`src/rtl/if_pkg.sv`:
```
// Shared types and constants for the instruction-fetch front end.
//   fetch_entry_t : one prefetch-queue entry, the fetch PC and its instruction word
//   IF_PC_STEP    : distance between consecutive sequential fetch addresses
package if_pkg;

    typedef struct packed {
        logic [31:0] pc;
        logic [31:0] instr;
    } fetch_entry_t;

    localparam logic [31:0] IF_PC_STEP = 32'd4;

endpackage

```
`src/rtl/if_prefetch_unit_if.sv`:
```
// Bus bundle between the fetch front end, instruction memory, branch
// resolution and the ID stage.
//   im_addr / im_rdata          : synchronous-read instruction memory (data one cycle after address)
//   redir_valid / redir_pc      : redirect request and word-aligned target
//   id_valid / id_ready         : head-of-queue handshake to ID
//   id_pc / id_pc4 / id_instr   : head entry contents
//   perf_fetch_cnt / perf_starve_cnt : optional performance counters
// master = fetch unit side, slave = surrounding core / memory side.
interface if_prefetch_unit_if;

    logic [31:0] im_addr;
    logic [31:0] im_rdata;
    logic        redir_valid;
    logic [31:0] redir_pc;
    logic        id_valid;
    logic        id_ready;
    logic [31:0] id_pc;
    logic [31:0] id_pc4;
    logic [31:0] id_instr;
    logic [31:0] perf_fetch_cnt;
    logic [31:0] perf_starve_cnt;

    modport master (
        output im_addr,
        input  im_rdata,
        input  redir_valid,
        input  redir_pc,
        output id_valid,
        input  id_ready,
        output id_pc,
        output id_pc4,
        output id_instr,
        output perf_fetch_cnt,
        output perf_starve_cnt
    );

    modport slave (
        input  im_addr,
        output im_rdata,
        output redir_valid,
        output redir_pc,
        input  id_valid,
        output id_ready,
        input  id_pc,
        input  id_pc4,
        input  id_instr,
        input  perf_fetch_cnt,
        input  perf_starve_cnt
    );

endinterface

```
`src/rtl/if_prefetch_unit_fetch_fifo.sv`:
```
// fetch_fifo: synchronous FIFO of fetch_entry_t used as the prefetch queue.
//   clk, rst  : clock, asynchronous active-high reset
//   flush     : drop all contents (wins over push/pop)
//   push      : write push_data at the tail
//   pop       : advance the head
//   head      : current head entry (valid only when count != 0)
//   count     : number of stored entries, 0..DEPTH
module fetch_fifo
    import if_pkg::*;
#(
    parameter int DEPTH = 4
) (
    input  logic                     clk,
    input  logic                     rst,
    input  logic                     flush,
    input  logic                     push,
    input  fetch_entry_t             push_data,
    input  logic                     pop,
    output fetch_entry_t             head,
    output logic [$clog2(DEPTH):0]   count
);

    localparam int PW = $clog2(DEPTH);
    localparam logic [PW-1:0] PTR_ONE = 1;
    localparam logic [PW:0]   CNT_ONE = 1;

    fetch_entry_t    mem_q [DEPTH];
    fetch_entry_t    mem_d [DEPTH];
    logic [PW-1:0]   rd_ptr_q, rd_ptr_d;
    logic [PW-1:0]   wr_ptr_q, wr_ptr_d;
    logic [PW:0]     count_q, count_d;

    always_comb begin
        mem_d    = mem_q;
        rd_ptr_d = rd_ptr_q;
        wr_ptr_d = wr_ptr_q;
        count_d  = count_q;
        if (flush) begin
            rd_ptr_d = '0;
            wr_ptr_d = '0;
            count_d  = '0;
        end else begin
            if (push) begin
                mem_d[wr_ptr_q] = push_data;
                wr_ptr_d        = wr_ptr_q + PTR_ONE;
            end
            if (pop) begin
                rd_ptr_d = rd_ptr_q + PTR_ONE;
            end
            case ({push, pop})
                2'b10:   count_d = count_q + CNT_ONE;
                2'b01:   count_d = count_q - CNT_ONE;
                default: count_d = count_q;
            endcase
        end
    end

    always_ff @(posedge clk or posedge rst) begin
        if (rst) begin
            for (int i = 0; i < DEPTH; i++) begin
                mem_q[i] <= '0;
            end
            rd_ptr_q <= '0;
            wr_ptr_q <= '0;
            count_q  <= '0;
        end else begin
            mem_q    <= mem_d;
            rd_ptr_q <= rd_ptr_d;
            wr_ptr_q <= wr_ptr_d;
            count_q  <= count_d;
        end
    end

    // The issue accounting upstream must never let a response land in a full queue.
    always @(posedge clk) begin
        if (!rst && push && !flush) begin
            assert (count_q != (PW+1)'(DEPTH));
        end
    end

    assign head  = mem_q[rd_ptr_q];
    assign count = count_q;

endmodule

```
`src/rtl/if_prefetch_unit.sv`:
```
// if_prefetch_unit: PC generator, synchronous-read instruction-memory requester
// and DEPTH-entry prefetch queue feeding the ID stage over valid/ready.
//   clk, rst : clock, asynchronous active-high reset
//   bus      : if_prefetch_unit_if.master (memory, redirect, ID handshake, perf counters)
// Parameters: DEPTH (queue entries, power of two >= 2), RESET_PC (first fetch address).
// Optional build macro IF_PERF_CNT_EN adds delivered/starved cycle counters;
// without it both perf ports are tied to zero.
module if_prefetch_unit
    import if_pkg::*;
#(
    parameter int          DEPTH    = 4,
    parameter logic [31:0] RESET_PC = 32'h0000_0000
) (
    input  logic             clk,
    input  logic             rst,
    if_prefetch_unit_if.master bus
);

    localparam int CW = $clog2(DEPTH) + 1;

    logic [31:0]  fetch_pc_q, fetch_pc_d;
    logic [31:0]  req_pc_q, req_pc_d;
    logic         req_q, req_d;
    logic [31:0]  im_addr;
    logic [CW-1:0] count;
    logic [CW:0]  pending;
    logic         deq, push, issue, id_valid;
    fetch_entry_t head, push_data;

    // A redirect hides the head and discards the response of the old stream.
    assign id_valid  = (count != '0) && !bus.redir_valid;
    assign deq       = id_valid && bus.id_ready;
    assign push      = req_q && !bus.redir_valid;
    assign push_data = '{pc: req_pc_q, instr: bus.im_rdata};

    // Slots committed after this edge: stored entries plus the in-flight one, less a pop.
    // Issuing only while this is below DEPTH guarantees room when the response arrives.
    assign pending = {1'b0, count} + {{CW{1'b0}}, req_q} - {{CW{1'b0}}, deq};
    assign issue   = (pending < (CW+1)'(DEPTH)) && !bus.redir_valid;

    always_comb begin
        fetch_pc_d = fetch_pc_q;
        req_pc_d   = req_pc_q;
        req_d      = 1'b0;
        im_addr    = fetch_pc_q;
        if (bus.redir_valid) begin
            im_addr    = bus.redir_pc;
            req_d      = 1'b1;
            req_pc_d   = bus.redir_pc;
            fetch_pc_d = bus.redir_pc + IF_PC_STEP;
        end else if (issue) begin
            req_d      = 1'b1;
            req_pc_d   = fetch_pc_q;
            fetch_pc_d = fetch_pc_q + IF_PC_STEP;
        end
    end

    always_ff @(posedge clk or posedge rst) begin
        if (rst) begin
            fetch_pc_q <= RESET_PC;
            req_pc_q   <= '0;
            req_q      <= 1'b0;
        end else begin
            fetch_pc_q <= fetch_pc_d;
            req_pc_q   <= req_pc_d;
            req_q      <= req_d;
        end
    end

    fetch_fifo #(.DEPTH(DEPTH)) u_fetch_fifo (
        .clk       (clk),
        .rst       (rst),
        .flush     (bus.redir_valid),
        .push      (push),
        .push_data (push_data),
        .pop       (deq),
        .head      (head),
        .count     (count)
    );

    assign bus.im_addr  = im_addr;
    assign bus.id_valid = id_valid;
    assign bus.id_pc    = head.pc;
    assign bus.id_pc4   = head.pc + IF_PC_STEP;
    assign bus.id_instr = head.instr;

`ifdef IF_PERF_CNT_EN
    logic [31:0] perf_fetch_q, perf_fetch_d;
    logic [31:0] perf_starve_q, perf_starve_d;
    logic        starve;

    assign starve = bus.id_ready && !id_valid && !bus.redir_valid;

    always_comb begin
        perf_fetch_d  = perf_fetch_q + {31'b0, deq};
        perf_starve_d = perf_starve_q + {31'b0, starve};
    end

    always_ff @(posedge clk or posedge rst) begin
        if (rst) begin
            perf_fetch_q  <= '0;
            perf_starve_q <= '0;
        end else begin
            perf_fetch_q  <= perf_fetch_d;
            perf_starve_q <= perf_starve_d;
        end
    end

    assign bus.perf_fetch_cnt  = perf_fetch_q;
    assign bus.perf_starve_cnt = perf_starve_q;
`else
    assign bus.perf_fetch_cnt  = 32'h0;
    assign bus.perf_starve_cnt = 32'h0;
`endif

endmodule

```
`src/flat_wrapper.sv`:
```
// flat-port wrapper written by rule: the top's interface ports become plain ports
module if_prefetch_unit_flat import if_pkg::*;
#(
    parameter int          DEPTH    = 4,
    parameter logic [31:0] RESET_PC = 32'h0000_0000
)
  (clk, rst, bus_im_addr, bus_im_rdata, bus_redir_valid, bus_redir_pc, bus_id_valid, bus_id_ready, bus_id_pc, bus_id_pc4, bus_id_instr, bus_perf_fetch_cnt, bus_perf_starve_cnt);
  if_prefetch_unit_if bus_i ();
  input  logic clk;
  input  logic rst;
  output wire logic [$bits(bus_i.im_addr)-1:0] bus_im_addr;
  input wire logic [$bits(bus_i.im_rdata)-1:0] bus_im_rdata;
  input wire logic [$bits(bus_i.redir_valid)-1:0] bus_redir_valid;
  input wire logic [$bits(bus_i.redir_pc)-1:0] bus_redir_pc;
  output wire logic [$bits(bus_i.id_valid)-1:0] bus_id_valid;
  input wire logic [$bits(bus_i.id_ready)-1:0] bus_id_ready;
  output wire logic [$bits(bus_i.id_pc)-1:0] bus_id_pc;
  output wire logic [$bits(bus_i.id_pc4)-1:0] bus_id_pc4;
  output wire logic [$bits(bus_i.id_instr)-1:0] bus_id_instr;
  output wire logic [$bits(bus_i.perf_fetch_cnt)-1:0] bus_perf_fetch_cnt;
  output wire logic [$bits(bus_i.perf_starve_cnt)-1:0] bus_perf_starve_cnt;
  assign bus_im_addr = bus_i.im_addr;
  assign bus_i.im_rdata = bus_im_rdata;
  assign bus_i.redir_valid = bus_redir_valid;
  assign bus_i.redir_pc = bus_redir_pc;
  assign bus_id_valid = bus_i.id_valid;
  assign bus_i.id_ready = bus_id_ready;
  assign bus_id_pc = bus_i.id_pc;
  assign bus_id_pc4 = bus_i.id_pc4;
  assign bus_id_instr = bus_i.id_instr;
  assign bus_perf_fetch_cnt = bus_i.perf_fetch_cnt;
  assign bus_perf_starve_cnt = bus_i.perf_starve_cnt;
  if_prefetch_unit #(.DEPTH(DEPTH), .RESET_PC(RESET_PC)) u_core (.clk(clk), .rst(rst), .bus(bus_i));
endmodule
```
`config.mk`:
```
export PLATFORM = sky130hd
export DESIGN_NAME = if_prefetch_unit_flat
export DESIGN_NICKNAME = d
export VERILOG_FILES = /design/src/rtl/if_pkg.sv /design/src/rtl/if_prefetch_unit_if.sv /design/src/rtl/if_prefetch_unit_fetch_fifo.sv /design/src/rtl/if_prefetch_unit.sv /design/src/flat_wrapper.sv
export SDC_FILE = /design/constraint.sdc
export NUM_CORES = 1
export LEC_CHECK = 0
export BUFFER_PORTS_ARGS = -buffer_cell sky130_fd_sc_hd__buf_4
export CORE_MARGIN = 2
export CORE_UTILIZATION = 50
export DETAILED_ROUTE_END_ITERATION = 10
export PLACE_DENSITY = 0.72
export SETUP_SLACK_MARGIN = 0.3
export SLEW_MARGIN = 20
export SYNTH_ARGS = -nofsm -noshare
export SYNTH_HDL_FRONTEND = slang
export SYNTH_SLANG_ARGS = --single-unit
```
`constraint.sdc`:
```
create_clock -name clk -period 14.9 [get_ports clk]
set_input_delay 2.98 -clock clk [delete_from_list [all_inputs] [get_ports clk]]
set_output_delay 2.98 -clock clk [all_outputs]
set_load 0.02 [all_outputs]
```
After elaboration in Yosys (flattened, before gate mapping)
Cells that the tools add are included.

Latch bits: 0. Memory bits (writable): 0. Memories kept: 0. Memory bits (read-only): 0. Output and inout bits: 193. Bits of input ports: 68. Bits in registers: 328. Word-level logic and storage cells: 63.

Multiplexer cells: 19. Multipliers: 0. Add/subtract/negate cells: 9. Equal/unequal tests: 2. Bitwise gates (word level): 3. Div/mod/pow operators: 0. Reduce and logical (&&, ||, !) cells: 12. $lt $le $gt $ge: 4. Shift operators: 0.

Operators with widths (number): bitwise mux 256 bit (1); 2-to-1 mux 64 bit (3); 2-to-1 mux 32 bit (5); binary-select mux 64 bit (select 2 bit) (1); demux 64 bit (select 2 bit) (1); adder 32 x 3 -> 32 bit, second input constant (3); 2-to-1 mux 2 bit (4); greater-or-equal comparator 3 bit, second input constant (2); inverter 2 -> 3 bit (2); case mux 3 bit (2 select lines) (1); nonzero test 2 bit (3); nonzero test 3 bit (2); logical AND 1 bit (5); adder 2 x 1 -> 2 bit, second input constant (2); adder 3 x 1 -> 4 bit (1); less-than comparator 4 x 3 -> 1 bit, second input constant (1); subtractor 4 x 1 -> 4 bit (1); adder 3 x 1 -> 3 bit, second input constant (1); less-than comparator 3 x 1 -> 1 bit, second input constant (1); 2-to-1 mux 3 bit (1); subtractor 3 x 1 -> 3 bit, second input constant (1); == test 2 x 1 -> 1 bit, second input constant (1); == test 2 bit, second input constant (1); 2-to-1 mux 1 bit (2); other kinds (3) (3).

Depth between registers and ports, before layout
Depth after elaboration: 8. Mapped depth: 19.

Hierarchy
From an unflattened synthesis, not the netlist that was laid out.

Cells, all modules: 1215. Area, all modules: 17533.1 µm².

Modules (own cells, without submodules): fetch_fifo (seq. area each 6581.3 µm², cells each 657, area an instance 12715.9 µm², times used 1); if_prefetch_unit (seq. area each 1626.6 µm², cells each 558, area an instance 4817.1 µm², times used 1).

Worst setup path before layout
No wires, ideal clock.

Kind: input to output. From: input bus_redir_valid. To: output bus_id_valid. Path buffers: 5. Data arrival time: 4.271 ns. Data required time: 11.920 ns. Stages: 6. Slack: 7.649 ns. Cell sequence: buf_4 buf_4 buf_2 buf_1 clkbuf_1 nor2_1.

Cells in the longest elaborated chain, start to end: 2.

Ends and longest elaborated chain: from (decl) (RTL line flat_wrapper.sv:13) `input wire logic [$bits(bus_i.redir_valid)-1:0] bus_redir_valid;`; zero test 1 bit (RTL line if_prefetch_unit.sv:31) `assign id_valid = (count != '0) && !bus.redir_valid;`; logical AND 1 bit (RTL line if_prefetch_unit.sv:31); to (decl) (RTL line flat_wrapper.sv:15) `output wire logic [$bits(bus_i.id_valid)-1:0] bus_id_valid;`.

No other way between the ends.

Final worst setup path
From: input bus_redir_valid. To: output bus_im_addr[12].

Cells in the longest elaborated chain, start to end: 1.

Ends and longest elaborated chain: 2-to-1 mux 32 bit (RTL line if_prefetch_unit.sv:46) `if (bus.redir_valid) begin`; to (decl) (RTL line flat_wrapper.sv:11) `output wire logic [$bits(bus_i.im_addr)-1:0] bus_im_addr;`.

No other way between the ends.

==> results_dict.tcl <==
set metrics [dict create \
    pwr_density_cell_nw_per_um2 243 \
    fin_skew_ns 0.00745 \
    synth_compound_area_share_pct 2.22 \
    clk_transition_reported_paths_ns 0.05 \
    cp_max_fo 75 \
    placed_cells 1744 \
    synth-warning-count 0 \
    power.internal_mw 2.88 \
    antenna_found_initial 0 \
    ys.flop_type "dfrtp_1" \
    worstMarginPinSlew_ns 1.11 \
    fin_cells 1810 \
    fin_setup_tns_ns 0 \
    synth.most_common_cell "dfrtp_1" \
    synth-seq-cells 328 \
    first_global_vias 9977 \
    pwr-share-clk_pct 19.1 \
    wire_per_inst_um 19.2 \
    comb_power_share_pct 45.3 \
    final_area_um2 18700 \
    worstReg2RegEnd "u_core.req_pc_q[3]" \
    drc 0 \
    synthXorXnorAreaFrac_pct 3.55 \
    setup.worst_path.end_class "primary output" \
    crit_start "bus_redir_valid" \
    muxShareOfSynthArea_pct 29.5 \
    antenna_left 0 \
    dr.first_iter.drc_count 522 \
    rr_worst_depth 14 \
    netlist_area_um2 16000 \
    reg2reg_setup_slack_ns 10.55 \
    synthAdderAreaFrac_pct 0.828 \
    placement_rows 65 \
    syn_area_per_cell_um2 13.3 \
    maxSlewViolCount 0 \
    synth_common_cells "328 x dfrtp_1, 273 x mux2_2, 100 x nor2_1" \
    critical_path_class "primary input to primary output" \
    p_seq_share_pct 35.7 \
    die_x_um 183 \
    dieArea_um2 33500 \
    gr-usage-met3_pct 4.13 \
    slew_headroom_pct 25.8 \
    max_freq_mhz 130 \
    yosysUniqueCellTypes 48 \
    ios 261 \
    synth_top_family_by_area "multiplexers" \
    grt_pass1_wl_mm 55.6 \
    synthSimpleGateAreaFrac_pct 6.96 \
    viasPerCell 5.49 \
    place_congestion 0.832 \
    grt_max_degree 197 \
    setup_viol 0 \
    synth.area.top_cells "dfrtp_1 51%, mux2_2 19%, mux4_2 8.0%, buf_4 3.2%, xnor2_1 3.0%" \
    crit_arrival_ns 4.71 \
    cts_tree "yes" \
    grt_usage_pct 21.0 \
    ys_async_sr_fraction_pct 100 \
    hold_class "register to register" \
    die_h_um 183 \
    numCtsBuffers 37 \
    period_share_pct 51.6 \
    busiest_layer "met2" \
    detailed_place_hpwl_mm 22.4 \
    drive_gt1_share_pct 43.0 \
    post-cts-setup-buffers 0 \
    p_total_mw 4.56 \
    setup_slack_ns 7.21 \
    yosysTopAreaCell "dfrtp_1" \
    cap_viol_max_count 0 \
    r2r_start "u_core.u_fetch_fifo.count[1]" \
    hold_buffers 0 \
    grt-ovfl-total 0 \
    core_area_um2 31600 \
    timing.final.crit_period_ns 7.69 \
    rsz0062_at_grt "no" \
    power_switching_mw 1.68 \
    area_delta_synth_final_pct 17.0 \
    max-clock-path-buffers 3 \
    cts_sinks 328 \
    port_buffers 196 \
    ys_seq_area_share_pct 51.3 \
    via_count 9942 \
    hold_viol_final 0 \
    cts.htree.levels 2 \
    leakagePower_nw 8.26 \
    diodes 0 \
    crit_end "bus_im_addr[12]" \
    peakVddDrop_v 0.000134 \
    use_met2_pct 33.0 \
    start_kind "primary input" \
    grt_util_met1_pct 30.5 \
    clkLatencyLatePin_ns 0.50 \
    syn_inst 1206 \
    p_sw_share_pct 36.8 \
    crit_required_ns 11.92 \
    cts_resized 0 \
    synth_edf_count 0 \
    yosysTopAreaCellShare_pct 51.3 \
    drt_first_pass_iters 5 \
    pre_cts_ws_ns 7.21 \
    clockRootBuffer "clkbuf_16" \
    place_area_um2 17500 \
    holdWs_ns 0.498 \
    outcome "completed" \
    wl_mm 34.7 \
    num-nets-final 1460 \
    start_util_pct 50.7 \
    fin_util_pct 59.4 \
]
==> critical path, cell delays in order <==
cell      delay (ns)
buf_4           0.64
clkinv_1        0.57
nand2_1         0.20
nand2_1         0.11
buf_4           0.17
==> cells in the final DEF, fill, tap and decap left out, drive strengths merged, types with 3 or more instances in the layout <==
cell    instances
dfrtp         328
mux2          273
buf           202
nor2          100
conb           64
mux4           64
clkbuf         58
xnor2          54
nand2          44
a21oi          41
inv            28
nand3          21
mux2i          19
nand4          13
nor3           12
xor2           11
ha              9
and3            9
o21ai           7
a31oi           6
nor4            6
nand3b          5
and2            5
clkinv          5
nand4b          4
a22oi           3
==> worst min path at each step <==
stage,start,end,cells after the start
6_report,u_core.u_fetch_fifo.mem_q[67],u_core.u_fetch_fifo.mem_q[67],1
2_1_floorplan,u_core.fetch_pc_q[3],u_core.fetch_pc_q[3],2
5_1_grt,u_core.u_fetch_fifo.mem_q[178],u_core.u_fetch_fifo.mem_q[178],1
3_3_place_gp,u_core.u_fetch_fifo.mem_q[169],u_core.u_fetch_fifo.mem_q[169],1
3_5_place_dp,u_core.u_fetch_fifo.mem_q[233],u_core.u_fetch_fifo.mem_q[233],1
4_1_cts,u_core.u_fetch_fifo.mem_q[233],u_core.u_fetch_fifo.mem_q[233],1
==> cell families after synthesis <==
family / count (synthesis)
mux: 356
fa+ha+maj: 10
compound gates: 64
flops: 328
simple gates: 226
buf+inv: 156
other cells: 1
xor+xnor: 65
==> state kept, by name, summed over array words and instances (netlist names) <==
signal / count
u_core.u_fetch_fifo.rd_ptr_q: 2
u_core.u_fetch_fifo.wr_ptr_q: 2
u_core.u_fetch_fifo.count: 3
u_core.req_pc_q: 32
u_core.fetch_pc_q: 32
u_core.req_q: 1
u_core.u_fetch_fifo.mem_q: 256
==> power groups by stage <==
| stage | registers, mW | clock network, mW | logic [mW] |
|---|---|---|---|
| 3_3_place_gp | 1.61 | 0 | 2.05 |
| 6_report | 1.63 | 0.869 | 2.07 |
| 2_1_floorplan | 1.51 | 0 | 1.51 |
| 4_1_cts | 1.63 | 0.892 | 2.09 |
| 5_1_grt | 1.69 | 0.933 | 2.22 |
| 3_5_place_dp | 1.64 | 0 | 2.09 |
==> area by class of cell <==
cell class	count	area (µm²)
Sequential cell	328	8210
Clock buffer	58	1130
Multi-Input combinational cell	785	7180
Fill cell	2521	12800
Tap cell	402	503
Timing Repair Buffer	202	1550
Clock inverter	7	46.3
Inverter	28	113
==> metal layers <==
layer  share of wire [%]  up-vias  wire [µm]
met2                  46      262      16100
li1                    -     4534          -
met4                 1.8        0        625
met3                 6.2       37       2140
met5                   0        -          0
met1                  46     5109      15800
Power figures use the tool's default switching activity.
